$ cat config.mk
export PLATFORM = sky130hd
export DESIGN_NAME = retire_stage
export DESIGN_NICKNAME = d
export VERILOG_FILES = /design/src/rtl/retire_stage.sv
export SDC_FILE = /design/constraint.sdc
export NUM_CORES = 1
export LEC_CHECK = 0
export CAP_MARGIN = 20
export CORE_MARGIN = 4
export CORE_UTILIZATION = 38
export CTS_CLUSTER_DIAMETER = 50
export DETAILED_ROUTE_END_ITERATION = 10
export GPL_ROUTABILITY_DRIVEN = 0
export PLACE_DENSITY = 0.89
export SYNTH_ARGS = -nofsm -noshare
export SYNTH_HDL_FRONTEND = slang
export SYNTH_SLANG_ARGS = --single-unit
$ cat constraint.sdc
create_clock -name clock -period 3.3 [get_ports clock]
set_input_delay 0.33 -clock clock [delete_from_list [all_inputs] [get_ports clock]]
set_output_delay 0.33 -clock clock [all_outputs]
set_load 0.02 [all_outputs]
$ cat src/rtl/retire_stage.sv
// In-order commit stage: retires the longest completed prefix of the ROB head,
// frees old tags, updates the architectural map, and sequences flush/halt.
module retire_stage #(
   parameter int N                = 3,
   parameter int PHYS_REG_ID_BITS = 6,
   parameter int ARCH_REG_ID_BITS = 5,
   parameter int XLEN             = 32,
   parameter int RECOVERY_CYCLES  = 2
) (
   input  logic                          clock,
   input  logic                          reset,
   input  logic [$clog2(N+1)-1:0]        outputs_valid,
   input  logic [N-1:0]                  rob_complete,
   input  logic [N-1:0]                  rob_mispredict,
   input  logic [N-1:0]                  rob_halt,
   input  logic [N*PHYS_REG_ID_BITS-1:0] rob_t_new,
   input  logic [N*PHYS_REG_ID_BITS-1:0] rob_t_old,
   input  logic [N*ARCH_REG_ID_BITS-1:0] rob_arch_reg,
   input  logic [N*XLEN-1:0]             rob_target_pc,
   output logic [$clog2(N+1)-1:0]        num_retiring,
   output logic [N-1:0]                  free_valid,
   output logic [N*PHYS_REG_ID_BITS-1:0] free_reg,
   output logic [N-1:0]                  map_we,
   output logic [N*ARCH_REG_ID_BITS-1:0] map_reg,
   output logic [N*PHYS_REG_ID_BITS-1:0] map_tag,
   output logic                          flush,
   output logic [XLEN-1:0]               redirect_pc,
   output logic                          halted,
   output logic [63:0]                   retired_count
);

   localparam int CNT_W = $clog2(N+1);
   localparam int REC_W = $clog2(RECOVERY_CYCLES+1);

   typedef enum logic [1:0] {S_RUN, S_RECOVER, S_HALTED} state_t;

   state_t             state_q, state_d;
   logic [REC_W-1:0]   rec_q, rec_d;
   logic               flush_q, flush_d;
   logic [XLEN-1:0]    redirect_q, redirect_d;
   logic               halted_q, halted_d;
   logic [63:0]        count_q, count_d;

   int                 valid_n;
   int                 k_n;
   logic               stop;
   logic               ev_halt;
   logic               ev_mis;
   logic [XLEN-1:0]    ev_pc;

   // Scan the head: retire completed entries in order, ending just after the
   // first halt or mispredict so nothing younger than it commits.
   always_comb begin
      valid_n = int'(outputs_valid);
      if (valid_n > N) valid_n = N;
      k_n     = 0;
      stop    = 1'b0;
      ev_halt = 1'b0;
      ev_mis  = 1'b0;
      ev_pc   = '0;
      if (reset && state_q == S_RUN) begin
         for (int i = 0; i < N; i++) begin
            if (!stop) begin
               if (i < valid_n && rob_complete[i]) begin
                  k_n = i + 1;
                  if (rob_halt[i]) begin
                     ev_halt = 1'b1;
                     stop    = 1'b1;
                  end else if (rob_mispredict[i]) begin
                     ev_mis  = 1'b1;
                     ev_pc   = rob_target_pc[i*XLEN +: XLEN];
                     stop    = 1'b1;
                  end
               end else begin
                  stop = 1'b1;
               end
            end
         end
      end
   end

   always_comb begin
      free_valid = '0;
      free_reg   = '0;
      map_we     = '0;
      map_reg    = '0;
      map_tag    = '0;
      for (int i = 0; i < N; i++) begin
         if (i < k_n) begin
            free_valid[i] = |rob_arch_reg[i*ARCH_REG_ID_BITS +: ARCH_REG_ID_BITS];
            map_we[i]     = |rob_arch_reg[i*ARCH_REG_ID_BITS +: ARCH_REG_ID_BITS];
            free_reg[i*PHYS_REG_ID_BITS +: PHYS_REG_ID_BITS] =
               rob_t_old[i*PHYS_REG_ID_BITS +: PHYS_REG_ID_BITS];
            map_tag[i*PHYS_REG_ID_BITS +: PHYS_REG_ID_BITS] =
               rob_t_new[i*PHYS_REG_ID_BITS +: PHYS_REG_ID_BITS];
            map_reg[i*ARCH_REG_ID_BITS +: ARCH_REG_ID_BITS] =
               rob_arch_reg[i*ARCH_REG_ID_BITS +: ARCH_REG_ID_BITS];
         end
      end
   end

   assign num_retiring = CNT_W'(k_n);

   always_comb begin
      state_d    = state_q;
      rec_d      = rec_q;
      flush_d    = 1'b0;
      redirect_d = redirect_q;
      halted_d   = halted_q;
      count_d    = count_q + 64'(k_n);
      unique case (state_q)
         S_RUN: begin
            if (ev_halt) begin
               state_d  = S_HALTED;
               halted_d = 1'b1;
            end else if (ev_mis) begin
               state_d    = S_RECOVER;
               flush_d    = 1'b1;
               redirect_d = ev_pc;
               rec_d      = REC_W'(RECOVERY_CYCLES);
            end
         end
         S_RECOVER: begin
            if (rec_q <= REC_W'(1)) begin
               state_d = S_RUN;
               rec_d   = '0;
            end else begin
               rec_d = rec_q - REC_W'(1);
            end
         end
         S_HALTED: ;
         default: state_d = S_RUN;
      endcase
   end

   always_ff @(posedge clock) begin
      if (!reset) begin
         state_q    <= S_RUN;
         rec_q      <= '0;
         flush_q    <= 1'b0;
         redirect_q <= '0;
         halted_q   <= 1'b0;
         count_q    <= '0;
      end else begin
         state_q    <= state_d;
         rec_q      <= rec_d;
         flush_q    <= flush_d;
         redirect_q <= redirect_d;
         halted_q   <= halted_d;
         count_q    <= count_d;
      end
   end

   assign flush         = flush_q;
   assign redirect_pc   = redirect_q;
   assign halted        = halted_q;
   assign retired_count = count_q;

endmodule

==> results.py <==
metrics = {
    "cts": {
        "clk_pin_slew_worst_paths_ns": 0.06,
        "cts_buffers": 9,
        "cts_buffer_depth": 2,
        "cts_setup_buffers": 0,
        "clock_tree.htree_level_count": 3,
        "clock-root-buffer": "clkbuf_16",
        "clk_latency_ns": 0.34,
        "cts_tree": "yes",
        "post_cts_resized": 0,
        "cts.hold.buffers_added": 0,
        "cts_sinks": 102,
    },
    "pwr": {
        "pwr-share-seq_pct": 46.5,
        "internal_power_uw": 2070,
        "p_sw_uw": 606,
        "comb_power_share_pct": 13.0,
        "p_clk_share_pct": 40.6,
        "leakagePower_uw": 0.00313,
        "total_power_uw": 2680,
        "power_switching_share_pct": 22.6,
        "ir_worst_vdd_mv": 0.235,
        "power.density_mw_per_mm2": 298,
    },
    "synth": {
        "synth_edf_count": 0,
        "synth.largest_area_cell": "dfxtp_1",
        "synth-seq-cells": 102,
        "yosysWarnings": 0,
        "synth_area_mm2": 0.00527,
        "yosysUniqueCellTypes": 58,
        "synth_area_leaders": "dfxtp_1, a222oi_1, nand3_1",
        "syn_nets": 790,
        "syn_inst": 628,
        "synth_top_area_share_pct": 38.8,
        "yosysSeqAreaShare_pct": 38.8,
        "syn_area_per_cell_um2": 8.39,
        "synthArstFlopShare_pct": 0,
        "yosys_most_used_dff": "dfxtp_1",
    },
    "worst_setup_path": {
        "path_class": "in2out",
        "timing.rr.start": "retired_count[42]$_SDFF_PN0_",
        "worstPathArrival_ns": 2.70,
        "reg2reg_slack_ns": 0.74,
        "critPathMaxFanout": 37,
        "cp-end-kind": "output port",
        "reg2reg_to": "retired_count[61]$_SDFF_PN0_",
        "start_kind": "input pin",
        "worstPathRequired_ns": 2.97,
        "rr_worst_depth": 5,
    },
    "routing": {
        "final_antenna_net_count": 0,
        "via_per_inst": 5.63,
        "num_vias": 6282,
        "drt_iter0_markers": 629,
        "postRouteWirelength_um": 21300,
        "drtPass1Iterations": 7,
        "routedWlPerCell_um": 19.1,
        "remaining_drc_errors": 0,
    },
    "cells_and_area": {
        "areaGrowthSynthToFinish_pct": 70.6,
        "drive_above_1_share_pct": 6.61,
        "finalNonFillerCells": 1115,
        "final_common_cell": "clkdlybuf4s50_1",
        "mostFrequentLayoutCells": "clkdlybuf4s50_1, dfxtp_1, nand3_1, o21ai_0, a21oi_1",
        "fillCellCount": 1064,
        "fin_nets": 1095,
    },
    "die": {
        "start_util_pct": 39.3,
        "die_area_mm2": 0.0158,
        "core-area_mm2": 0.0134,
        "dieHeight_um": 126,
        "rows": 42,
        "io_pins": 317,
        "die_w_um": 126,
    },
    "sta": {
        "period_minus_slack_ns": 3.03,
        "fin_skew_ns": 0.00997,
        "fin_tns_setup_ns": 0,
        "rsz0062_at_grt": "false",
        "hold_viol": 0,
        "final.setup.worst_slack_ns": 0.274,
        "max_freq_ghz": 0.330,
        "holdWs_ns": 0.337,
        "worst_slew_pin_slew_ns": 0.894,
        "slew_headroom_pct": 39.8,
        "min_period_over_period_pct": 91.7,
        "setup_viol": 0,
        "maxSlewViolCount": 0,
    },
    "grt": {
        "track_usage_pct": 25.5,
        "antenna_found_initial": 0,
        "grt_pass1_vias": 6157,
        "grt_max_degree": 64,
        "grt_overflow": 0,
        "grt_pass1_wl_um": 32800,
    },
    "hold_path": {
        "worstHoldEndpoint": "retired_count[25]$_SDFF_PN0_",
        "hold_path_class": "in2reg",
        "min_path_cells": 3,
        "hp-start": "reset",
    },
    "outcome": {
        "status": "finished clean",
    },
    "place": {
        "dpl.hpwl_um": 16500,
        "place_ws_ns": 0.0749,
        "place_inst": 1098,
        "io_buffer_count": 316,
    },
    "flow_run": {
        "maxCapViolCount": 0,
    },
}
power by group through the flow:
stage               clock (uW)  sequential [uW]  combinational, uW
finish                    1090             1240                348
global route              1160             1240                368
CTS                       1100             1240                347
detailed placement           0             1270                345
global placement             0             1270                341
floorplan                    0             1280               81.9
Yosys cell counts, drive strengths merged (2+ instances only):
| cell | n |
|---|---|
| dfxtp | 102 |
| nand3 | 61 |
| o21ai | 46 |
| a21oi | 41 |
| clkbuf | 39 |
| and2 | 38 |
| nor2 | 38 |
| a222oi | 32 |
| nand4 | 25 |
| and3 | 22 |
| nand2 | 22 |
| or4 | 22 |
| o31ai | 20 |
| xor2 | 20 |
| inv | 19 |
| or3 | 12 |
| nor3 | 9 |
| buf | 8 |
| nor4 | 8 |
| xnor2 | 5 |
| o41ai | 4 |
| or4b | 4 |
| a41o | 3 |
| and4 | 3 |
| ha | 2 |
| nand2b | 2 |
| nor3b | 2 |
| o21a | 2 |
| or2 | 2 |
state kept, by name, summed over array words and instances, names as in the netlist:
signal and cells:
state_q 2, rec_q 2, retired_count 64, redirect_pc 32
halted 1, flush 1
area by class of cell:
class | count | area (um2) | share of cell area, %
antenna | 1 | 2.50 | 0.0278
clock buffer | 11 | 243 | 2.70
clock inverter | 5 | 57.6 | 0.640
inverter | 19 | 71.3 | 0.794
multi-input combinational | 460 | 2990 | 33.3
sequential | 102 | 2040 | 22.7
tap | 176 | 220 | 2.45
timing repair buffer | 341 | 3360 | 37.4
critical path, stage by stage:
cell             delay [ns]
clkdlybuf4s50_1        0.47
and4bb_1               0.34
buf_4                  0.16
and3_1                 0.26
buf_12                 0.20
nand2_1                0.06
a21oi_1                0.17
clkdlybuf4s50_1        0.69
cell families (layout without fill, tap and decap cells):
logic type | after synthesis | count (layout) | synth area share (%)
AND/OR/NAND/NOR | 274 | 274 | 30.9
AO/OA/AOI/OAI | 158 | 158 | 20.4
flip-flops | 102 | 102 | 38.8
buffers and inverters | 66 | 376 | 5.08
XOR/XNOR | 25 | 25 | 4.16
adder cells (fa/ha/maj) | 2 | 2 | 0.475
multiplexers | 1 | 1 | 0.190
other | 0 | 1 | 0
layer usage:
| metal | vias to the layer above | track usage (%) | wire length (um) |
|---|---|---|---|
| li1 | 2999 | - | - |
| met1 | 3016 | 30.0 | 8260 |
| met2 | 233 | 44.0 | 10800 |
| met3 | 34 | 8.26 | 1770 |
| met4 | 0 | 8.45 | 505 |
| met5 | - | 0 | 0 |
metrics by stage:
| step | instance area, um2 | utilization, % |
|---|---|---|
| global route | 8980 | 67.0 |
| floorplan | 5270 | - |
| finish | 8990 | 67.1 |
| CTS | 8980 | 67.0 |
| detailed placement | 8680 | 64.8 |
| global placement | 8680 | 64.8 |
worst max path at each step:
stage / startpoint / end
2_1_floorplan: rob_halt[0] / retired_count[52]$_SDFF_PN0_
3_3_place_gp: rob_halt[0] / retired_count[52]$_SDFF_PN0_
3_5_place_dp: rob_halt[0] / retired_count[34]$_SDFF_PN0_
4_1_cts: rob_halt[0] / map_we[2]
5_1_grt: rob_halt[0] / retired_count[34]$_SDFF_PN0_
6_report: rob_halt[0] / map_we[2]
Power figures use the tool's default switching activity.
